File: src/rtl/vidmem_arbiter.sv
// Single-port character RAM arbiter: display reads win, host writes queue in a FIFO, plus a full-screen clear engine.
// Optional stall statistics port starve_cnt is enabled by defining VIDMEM_ARB_STATS_EN.
module vidmem_arbiter #(
  parameter int ADDR_W  = 12,
  parameter int DATA_W  = 8,
  parameter int CELLS   = 2400,
  parameter int FIFO_AW = 2
) (
  input  logic              clk,
  input  logic              rst_n,
  input  logic              disp_req,
  input  logic [ADDR_W-1:0] disp_addr,
  output logic [DATA_W-1:0] disp_rdata,
  output logic              disp_rvalid,
  input  logic              wr_valid,
  output logic              wr_ready,
  input  logic [ADDR_W-1:0] wr_addr,
  input  logic [DATA_W-1:0] wr_data,
  input  logic              clr_start,
  input  logic [DATA_W-1:0] clr_char,
  output logic              clr_busy,
  output logic [FIFO_AW:0]  fifo_level,
  output logic [ADDR_W-1:0] mem_addr,
  output logic              mem_we,
  output logic [DATA_W-1:0] mem_wdata,
  input  logic [DATA_W-1:0] mem_rdata
`ifdef VIDMEM_ARB_STATS_EN
  ,
  output logic [15:0]       starve_cnt
`endif
);

  localparam int                DEPTH     = 1 << FIFO_AW;
  localparam logic [ADDR_W-1:0] LAST_CELL = ADDR_W'(CELLS - 1);
  localparam logic [ADDR_W-1:0] CNT_ONE   = ADDR_W'(1);
  localparam logic [FIFO_AW:0]  LVL_ONE   = (FIFO_AW + 1)'(1);
  localparam logic [FIFO_AW-1:0] PTR_ONE  = FIFO_AW'(1);

  typedef enum logic [1:0] {IDLE, CLR_WAIT, CLR_RUN} state_t;

  state_t             state;
  logic [ADDR_W-1:0]  clr_cnt;
  logic [DATA_W-1:0]  clr_char_q;
  logic [ADDR_W-1:0]  fifo_addr [DEPTH];
  logic [DATA_W-1:0]  fifo_data [DEPTH];
  logic [FIFO_AW-1:0] wr_ptr;
  logic [FIFO_AW-1:0] rd_ptr;
  logic [FIFO_AW:0]   level;
  logic [FIFO_AW:0]   level_nxt;
  logic               fifo_empty;
  logic               fifo_full;
  logic               push;
  logic               pop;
  logic               clr_wr;
  logic               vld_p1;

  // Full is the MSB of the level since the level never exceeds DEPTH.
  assign fifo_empty = (level == '0);
  assign fifo_full  = level[FIFO_AW];
  assign wr_ready   = rst_n & (state == IDLE) & ~fifo_full;
  assign push       = wr_valid & wr_ready;
  assign pop        = ~disp_req & (state != CLR_RUN) & ~fifo_empty;
  assign clr_wr     = ~disp_req & (state == CLR_RUN);
  assign fifo_level = level;

  always_comb begin
    level_nxt = level;
    if (push && !pop)
      level_nxt = level + LVL_ONE;
    else if (pop && !push)
      level_nxt = level - LVL_ONE;
  end

  always_comb begin
    mem_addr  = disp_addr;
    mem_wdata = fifo_data[rd_ptr];
    mem_we    = 1'b0;
    if (disp_req) begin
      mem_addr = disp_addr;
    end else if (clr_wr) begin
      mem_addr  = clr_cnt;
      mem_wdata = clr_char_q;
      mem_we    = rst_n;
    end else if (pop) begin
      mem_addr = fifo_addr[rd_ptr];
      mem_we   = rst_n;
    end
  end

  always_ff @(posedge clk or negedge rst_n) begin
    if (!rst_n) begin
      wr_ptr <= '0;
      rd_ptr <= '0;
      level  <= '0;
    end else begin
      level <= level_nxt;
      if (push)
        wr_ptr <= wr_ptr + PTR_ONE;
      if (pop)
        rd_ptr <= rd_ptr + PTR_ONE;
    end
  end

  always_ff @(posedge clk) begin
    if (push) begin
      fifo_addr[wr_ptr] <= wr_addr;
      fifo_data[wr_ptr] <= wr_data;
    end
    if (state == IDLE && clr_start)
      clr_char_q <= clr_char;
  end

  // A clear only starts once every queued host write has landed.
  always_ff @(posedge clk or negedge rst_n) begin
    if (!rst_n) begin
      state    <= IDLE;
      clr_cnt  <= '0;
      clr_busy <= 1'b0;
    end else begin
      case (state)
        IDLE: begin
          if (clr_start) begin
            state    <= (level_nxt == '0) ? CLR_RUN : CLR_WAIT;
            clr_cnt  <= '0;
            clr_busy <= 1'b1;
          end
        end
        CLR_WAIT: begin
          if (level_nxt == '0) begin
            state   <= CLR_RUN;
            clr_cnt <= '0;
          end
        end
        CLR_RUN: begin
          if (clr_wr) begin
            if (clr_cnt == LAST_CELL) begin
              state    <= IDLE;
              clr_cnt  <= '0;
              clr_busy <= 1'b0;
            end else begin
              clr_cnt <= clr_cnt + CNT_ONE;
            end
          end
        end
        default: begin
          state    <= IDLE;
          clr_busy <= 1'b0;
        end
      endcase
    end
  end

  // Read stage boundary: RAM data returns one cycle after the address.
  always_ff @(posedge clk or negedge rst_n) begin
    if (!rst_n)
      vld_p1 <= 1'b0;
    else
      vld_p1 <= disp_req;
  end

  assign disp_rvalid = vld_p1;
  assign disp_rdata  = mem_rdata;

`ifdef VIDMEM_ARB_STATS_EN
  function automatic logic [15:0] sat_inc16(input logic [15:0] v);
    return (v == 16'hFFFF) ? v : v + 16'd1;
  endfunction

  always_ff @(posedge clk or negedge rst_n) begin
    if (!rst_n)
      starve_cnt <= '0;
    else if (disp_req && (!fifo_empty || state == CLR_RUN))
      starve_cnt <= sat_inc16(starve_cnt);
  end
`endif

endmodule

File: config.mk
export PLATFORM = sky130hd
export DESIGN_NAME = vidmem_arbiter
export DESIGN_NICKNAME = d
export VERILOG_FILES = /design/src/rtl/vidmem_arbiter.sv
export SDC_FILE = /design/constraint.sdc
export NUM_CORES = 1
export LEC_CHECK = 0
export BUFFER_PORTS_ARGS = -buffer_cell sky130_fd_sc_hd__buf_4
export CAP_MARGIN = 40
export CORE_AREA = 4 4 153 96
export CTS_CLUSTER_DIAMETER = 50
export DETAILED_ROUTE_END_ITERATION = 8
export DIE_AREA = 0 0 157 100
export SLEW_MARGIN = 20
export SYNTH_ARGS = -nofsm -noshare
export SYNTH_HDL_FRONTEND = slang
export SYNTH_SLANG_ARGS = --single-unit
export TNS_END_PERCENT = 1
File: constraint.sdc
create_clock -name clk -period 5.82 [get_ports clk]
set_input_delay 1.164 -clock clk [delete_from_list [all_inputs] [get_ports clk]]
set_output_delay 1.164 -clock clk [all_outputs]
set_load 0.03 [all_outputs]
Word-level counts from Yosys, hierarchy flattened --
Memory sizes are Yosys's and may differ from the RTL's. Cells that the tools add are included.
Word-level totals: register bits after elaboration 31, bits in latches 0, RAM bits 80, ROM bits 0, bits of input ports 53, output and inout port bits 35, logic and storage cells 72, memories kept 2
Memory list:
- fifo_addr | words 4, width 12, rd ports 1, clocked after Yosys merged registers in 0, write ports 1, line 44 | logic [ADDR_W-1:0] fifo_addr [DEPTH];
- fifo_data | words 4, width 8, rd ports 1, clocked after Yosys merged registers in 0, write ports 1, line 45 | logic [DATA_W-1:0] fifo_data [DEPTH];
Cells by class: $add $sub $neg 5, $mul 0, div/mod/pow operators 0, magnitude comparators 0, eq/ne operators 8, shift-type cells 0, mux-type cells 27, bitwise gates (word level) 10, reduce and logical (&&, ||, !) cells 12
Operator list (count):
- two-way mux 12 bit | 7
- case mux 12 bit (3 select lines) | 1
- two-way mux 8 bit | 2
- adder 12 x 1 -> 12 bit, second input constant | 1
- equality test 12 bit, second input constant | 1
- AND reduction 4 bit | 3
- two-way mux 2 bit | 5
- two-way mux 1 bit | 8
- inequality test 2 bit, second input constant | 4
- bitwise AND 1 bit | 6
- zero test 3 bit | 2
- two-way mux 3 bit | 2
- case mux 2 bit (3 select lines) | 1
- adder 2 x 1 -> 2 bit, second input constant | 2
- NOT 1 bit | 4
- adder 3 x 1 -> 3 bit, second input constant | 1
- logical AND 1 bit | 3
- case mux 1 bit (3 select lines) | 1
- nonzero test 3 bit | 1
- subtractor 3 x 1 -> 3 bit, second input constant | 1
- equality test 2 x 1 -> 1 bit, second input constant | 1
- equality test 2 bit, second input constant | 1
- zero test 1 bit | 2
- zero test 2 bit | 1
- inequality test 2 x 1 -> 1 bit, second input constant | 1

Longest topological paths before layout --
Gate-level depths: netlist of the first run.
depth in word-level cells 12, depth in mapped cells 9, depth with buffers taken out 8

Least setup slack after synthesis of the first run --
Ideal clock, no wire load.
path kind in2out, start point in disp_req, end point out mem_addr[10], arrival 2202 ps, required time 4656 ps, path slack 2454 ps, stages on the path 4, buffers on the path 1, cell sequence nor3_1 > clkbuf_1 > a222oi_1 > inv_1
On the way: cells in the longest elaborated chain, start to end 6, elaborated cells between the ends (all ways) 7, classes of those cells mux: 3; bitwise: 4
Ends and longest elaborated chain:
- start, declared | line 11 | input logic disp_req,
- NOT 1 bit | line 62, 63
- bitwise AND 1 bit (2 in a row) | line 62 | assign pop = ~disp_req & (state != CLR_RUN) & ~fifo_empty;
- two-way mux 12 bit | line 84 | end else if (pop) begin
- two-way mux 12 bit | line 80 | end else if (clr_wr) begin
- two-way mux 12 bit (*) | line 78 | if (disp_req) begin
- end, declared | line 23 | output logic [ADDR_W-1:0] mem_addr,
Every way passes the cells marked *; elsewhere a longest branch is shown, timed or not.

Worst setup path after layout of the first run --
start point reg rd_ptr[0], end point out mem_addr[0]
On the way: cells in the longest elaborated chain, start to end 4
Ends and longest elaborated chain:
- start, declared | line 47 | logic [FIFO_AW-1:0] rd_ptr;
- start signal, assigned | line 100 | rd_ptr <= rd_ptr + PTR_ONE;
- memory read (4 x 12 bit)
- two-way mux 12 bit | line 84
- two-way mux 12 bit | line 80
- two-way mux 12 bit | line 78
No other way between the ends.

==> reports/metrics.csv, run 1 <==
metric,value,unit
outcome,completed,
cp_common_cell,buf_4,
min_to,clr_busy,
cpLargestDelayFamily,flip-flops,
gr-usage-all-layers,14.3,%
nets,441,
path_max_fanout,9,
combPwrFrac,36.5,%
drt-wirelength-per-cell,19.3,µm
tightest_slew,0.799,ns
finalNonFillerCells,560,
tns,0,ns
coreArea,13300,µm²
grt_overflow,0,
postCtsSetupRepairBufs,0,
drt_iter0_markers,213,
die_area,15700,µm²
synth_cell_type_count,49,
ys_seq_area_share,65.1,%
cp_cell_sequence,buf_8 -> buf_4 -> mux4_2 -> a222oi_1 -> inv_1 -> buf_4,
num_rows,33,
clockRootBuffer,clkbuf_16,
internal_power,1650,µW
synth_edf_count,88,
final_common_cell,edfxtp_1,
drive_gt1_share,37.9,%
seq_power_share,39.7,%
cts_tree,done,
slew_headroom,46.8,%
synth_nets,372,
timing.rr.end,clr_cnt[5],
htreeDepth,3,
via_count,2883,
gp_congestion,0.866,
clk_pin_slew,0.08,ns
synth-main-ff-cell,edfxtp_1,
min_period,3.82,ns
port_buffers,71,
syn_area_per_cell,15.9,µm²
slowest_stage,dfrtp_1,
cts_sinks,111,
cts_buffer_depth,2,
synth_area,4950,µm²
p_sw,930,µW
dp_slack,2.10,ns
num_antenna_cells,0,
initial_core_util,37.1,%
critPathArrivalTime,2.65,ns
antenna_found_initial,0,
grt_pass1_wl,16.8,mm
end_kind,output port,
p_leak,0.00220,µW
die-width,157,µm
drc,0,
drtAntennaViolNets,0,
critPathBufInv,4,
p_clk_share,23.8,%
yosys_register_bits,111,
hold_path.class,register to register,
finalWorstSetupSlack,2.00,ns
slowest_delay,0.73,ns
setup_viol,0,
cp.required,4.66,ns
finalHoldViolCount,0,
cts_buffers,9,
min_period_over_period,65.6,%
yosysWarningCount,0,
r2r_cells,8,
cap_violations,0,
wl,10.8,mm
hold_start,clr_busy,
vias_per_cell,5.15,
netlist_instances,311,
reg2reg_from,fifo_level[0],
hold_buffers,0,
post-route-util,44.7,%
reg2reg_slack,2.91,ns
startpoint_type,register,
rsz0062_at_grt,false,
final_cell_mix,"88 x edfxtp_1, 75 x buf_4, 32 x inv_1, 23 x dfrtp_1, 20 x mux4_2",
power.density,432,nW/µm²
grt_start_max_net_pins,26,
num_io_pins,88,
place_hpwl,7.57,mm
finalClockSkew,0.0106,ns
cts_resized,0,
grt_pass1_vias,2953,
area_growth,20.5,%
maxSlewViolCount,0,
ys_async_sr_fraction,20.7,%
clkLatencyLatePin,0.35,ns
holdPathStages,2,
p_sw_share,36.1,%
first_pass_iters,5,
max_freq,262,MHz
nFillCells,1149,
crit_type,register to output port,
ir_drop,0.000161,V
place_inst,544,
die_y,100,µm
## power by group through the flow
stage / registers [µW] / clock network (µW) / logic (µW)
finish: 1020 / 613 / 941
global route: 1040 / 659 / 1020
CTS: 1030 / 632 / 957
detailed placement: 1040 / 0 / 953
global placement: 1070 / 0 / 889
floorplan: 1020 / 0 / 657
## kinds of logic (layout without fill, tap and decap cells)
logic type | Yosys count | in the layout | share of synthesized area, %
fa+ha+maj | 8 | 8 | 2.02
mux | 29 | 29 | 11.4
buf+inv | 51 | 125 | 4.65
compound gates | 49 | 49 | 9.11
simple gates | 59 | 59 | 7.06
xor+xnor | 4 | 4 | 0.708
flops | 111 | 111 | 65.1
## registers in the layout, summed over array words and instances, names as in the netlist
register / flops
fifo_data: 32
fifo_addr: 48
fifo_level: 3
disp_rvalid: 1
clr_char_q: 8
state: 2
wr_ptr: 2
clr_cnt: 12
clr_busy: 1
rd_ptr: 2
## final cells by class
cell class                      instances  area, µm²  share of cell area, %
Sequential cell                       111       3220                   54.0
Multi-Input combinational cell        149       1500                   25.2
Timing Repair Buffer                   77        593                   9.95
Clock buffer                            9        225                   3.78
Tap cell                              175        219                   3.67
Inverter                               32        120                   2.02
Clock inverter                          7       81.3                   1.36
## how the worst max path moves through the flow
stage	from	endpoint	slack, ns	cells past startpoint
2_1_floorplan	disp_req	mem_addr[10]	2.45	4
3_3_place_gp	rd_ptr[0]	mem_addr[0]	2.04	5
3_5_place_dp	rst_n	clr_cnt[5]	2.10	7
4_1_cts	rd_ptr[0]	mem_addr[0]	1.90	6
5_1_grt	rd_ptr[0]	mem_addr[0]	1.78	6
6_report	rd_ptr[0]	mem_addr[0]	2.00	6
## synthesized netlist by cell type, types with 3 or more instances
cell type / instances / area share (%)
a21oi_1: 4 / 0.40
a222oi_1: 12 / 2.4
a31oi_1: 6 / 0.76
and3_1: 3 / 0.38
and3_2: 4 / 0.61
buf_4: 8 / 1.2
clkbuf_1: 7 / 0.53
dfrtp_1: 23 / 12
edfxtp_1: 88 / 53
ha_1: 8 / 2.0
inv_1: 32 / 2.4
mux2_2: 8 / 1.8
mux4_2: 20 / 9.1
nand2_1: 9 / 0.68
nand3_1: 7 / 0.71
nor2_1: 10 / 0.76
nor2b_1: 3 / 0.38
nor3_1: 8 / 0.81
nor4_1: 3 / 0.38
o21ai_0: 3 / 0.30
o21ai_2: 9 / 1.6
o31ai_1: 3 / 0.46
xnor2_1: 3 / 0.53
## through the flow
| stage | hold slack (ns) | total power (µW) | cell area, µm² |
|---|---|---|---|
| final | 0.569 | 2580 | 5960 |
| after global routing | 0.595 | 2710 | 5960 |
| after CTS | 0.570 | 2610 | 5960 |
| after detailed placement | 0.558 | 1990 | 5650 |
| after global placement | 0.534 | 1960 | 5620 |
| after floorplan | 0.534 | 1680 | 4950 |
## layer usage
layer | global-route usage [%] | part of all wire [%]
met1 | 20.7 | 48
met2 | 20.9 | 45
met3 | 4.05 | 5.3
met4 | 4.87 | 2.0
met5 | 0 | 0
## worst min-delay path, cell delays in order, from the launching register on
cell	delay, ns
dfrtp_1	0.41
nand2_1	0.07
a21oi_1	0.06
Power figures use the tool's default switching activity.
==> run 2: changes to the inputs <==
==> constraint.sdc (replaced) <==
create_clock -name clk -period 3.4 [get_ports clk]
set_input_delay 0.68 -clock clk [delete_from_list [all_inputs] [get_ports clk]]
set_output_delay 0.68 -clock clk [all_outputs]
set_load 0.03 [all_outputs]
==> run 2 against run 1 <==
Net effect: count of clock-buffer cells in the layout unchanged; worst setup slack got worse by 1.8 ns; non-clock buffer count grew 2.
==> reports/metrics.csv, run 2 (same netlist as run 1, synthesis figures left out) <==
metric,value,unit,change
place_hpwl,7.60,mm,+0.46%
clk_pin_slew,0.08,ns,about the same
maxSlewViolCount,0,,unchanged
grt_pass1_wl,16.5,mm,-1.3%
end_kind,output port,,
initial_core_util,37.1,%,unchanged
finalHoldViolCount,0,,unchanged
first_pass_iters,6,,+1
coreArea,13300,µm²,unchanged
wl_met1,5.13,mm,-1.0%
cts_sinks,111,,unchanged
num_rows,33,,unchanged
vias_per_cell,5.16,,+0.27%
clockRootBuffer,clkbuf_16,,
final_cell_area,5960,µm²,unchanged
critPathArrivalTime,2.53,ns,-0.12 ns
drc,0,,unchanged
cts_buffer_depth,2,,unchanged
drt-wirelength-per-cell,19.1,µm,-0.85%
grt_pass1_vias,2956,,+0.10%
met3_length,737,µm,+29%
area_growth,20.5,%,unchanged
postCtsSetupRepairBufs,0,,unchanged
outcome,completed,,
num_io_pins,88,,unchanged
die-width,157,µm,unchanged
tightest_slew,0.721,ns,-0.0775 ns
grt_overflow,0,,unchanged
startpoint_type,register,,
cts_tree,done,,
final_common_cell,edfxtp_1,,
slew_headroom,51.9,%,+5.2 points
drt_iter0_markers,242,,+14%
drtAntennaViolNets,0,,unchanged
p_leak,0.00221,µW,+0.26%
wl,10.7,mm,-0.49%
clkLatencyLatePin,0.35,ns,about the same
gr-usage-all-layers,14.1,%,-0.27 points
reg.largest.list,"fifo_addr x48, fifo_data x32, clr_cnt x12",,
hold_buffers,0,,unchanged
port_buffers,71,,unchanged
num_antenna_cells,0,,unchanged
antenna_found_initial,0,,unchanged
path_max_fanout,13,,+4
cts_resized,0,,unchanged
cp.required,2.72,ns,-1.94 ns
cts_buffers,9,,unchanged
nets,443,,+0.45%
final_cell_mix,"88 x edfxtp_1, 79 x buf_4, 32 x inv_1, 23 x dfrtp_1, 20 x mux4_2",,
cap_violations,0,,unchanged
largest-register,fifo_addr,,
grt_start_max_net_pins,25,,-3.8%
largest_reg_flops,48,,unchanged
setup_viol,0,,unchanged
reg2reg_from,fifo_level[0],,
min_period,3.21,ns,
via_count,2901,,+0.62%
rsz0062_at_grt,false,,
wl_met2,4.72,mm,-2.2%
post-route-util,44.7,%,unchanged
place_area,5650,µm²,unchanged
finalClockSkew,0.00732,ns,-0.00332 ns
die_y,100,µm,unchanged
dr.max_layer_used,met4,,
hold_path.class,primary input to asynchronous set/reset pin,,
max_freq,311,MHz,
min_period_over_period,94.5,%,
htreeDepth,3,,unchanged
crit_type,register to output port,,
drive_gt1_share,38.2,%,+0.32 points
crit_start,fifo_level[0],,
tns,0,ns,unchanged
die_area,15700,µm²,unchanged
power.density,740,nW/µm²,+71%
ir_drop,0.000263,V,+63%
gp_congestion,0.883,,+2.0%
run 2: cell count changes in the layout (fill, tap and decap cells not counted), sizes merged:
cell,previous run,this run
inv,35,36
clkinv,4,3
buf,77,79
run 2: through the flow:
step	std cells	worst slack (ns)	hold slack, ns	total power (µW)
2_1_floorplan	311	0.610	0.384	2870
3_3_place_gp	545	0.657	0.531	3400
3_5_place_dp	546	0.621	0.564	3410
4_1_cts	562	0.213	0.328	4480
5_1_grt	562	0.00309	0.343	4670
6_report	562	0.186	0.324	4410
run 2: critical path, stage by stage (launching register included):
cell and delay [ns]:
dfrtp_1 0.48, inv_1 0.13, ha_1 0.21, nor2b_1 0.18, nand2_1 0.09, nand2_1 0.28, a222oi_1 0.55, inv_1 0.09
buf_4 0.18
run 2: layout make-up:
cell class | instances | area (µm²)
multi-input cells | 149 | 1500
repair buffers | 79 | 593
inverters | 32 | 120
clock buffers | 9 | 225
clock inverters | 7 | 81.3
well taps | 175 | 219
fillers | 1195 | 7380
flip-flops and latches | 111 | 3220
run 2: worst paths after layout:
kind / end / slack [ns] / depth (start not counted)
setup / recovery: mem_addr[11] / 0.19 / 8
hold / removal: wr_ptr[0] / 0.32 / 2
setup reg to reg: clr_cnt[5] / 0.70 / 9
hold reg to reg: clr_busy / 0.57 / 2
max in group asynchronous: clr_cnt[4] / 2.83 / 2
min in group clk: clr_char_q[2] / 0.50 / 1
run 2: where the power goes:
group | internal, µW | leakage, µW | switching, µW | total (µW)
registers | 1580 | 0.00109 | 150 | 1730
logic | 700 | 0.000966 | 923 | 1620
clock network | 530 | 0.000150 | 526 | 1060
run 2: layer usage:
metal  vias to the layer above  track usage [%]
met5                         -                0
met4                         0             3.93
met3                        23             4.61
met2                        91             20.2
met1                      1436             20.6
li1                       1351                -
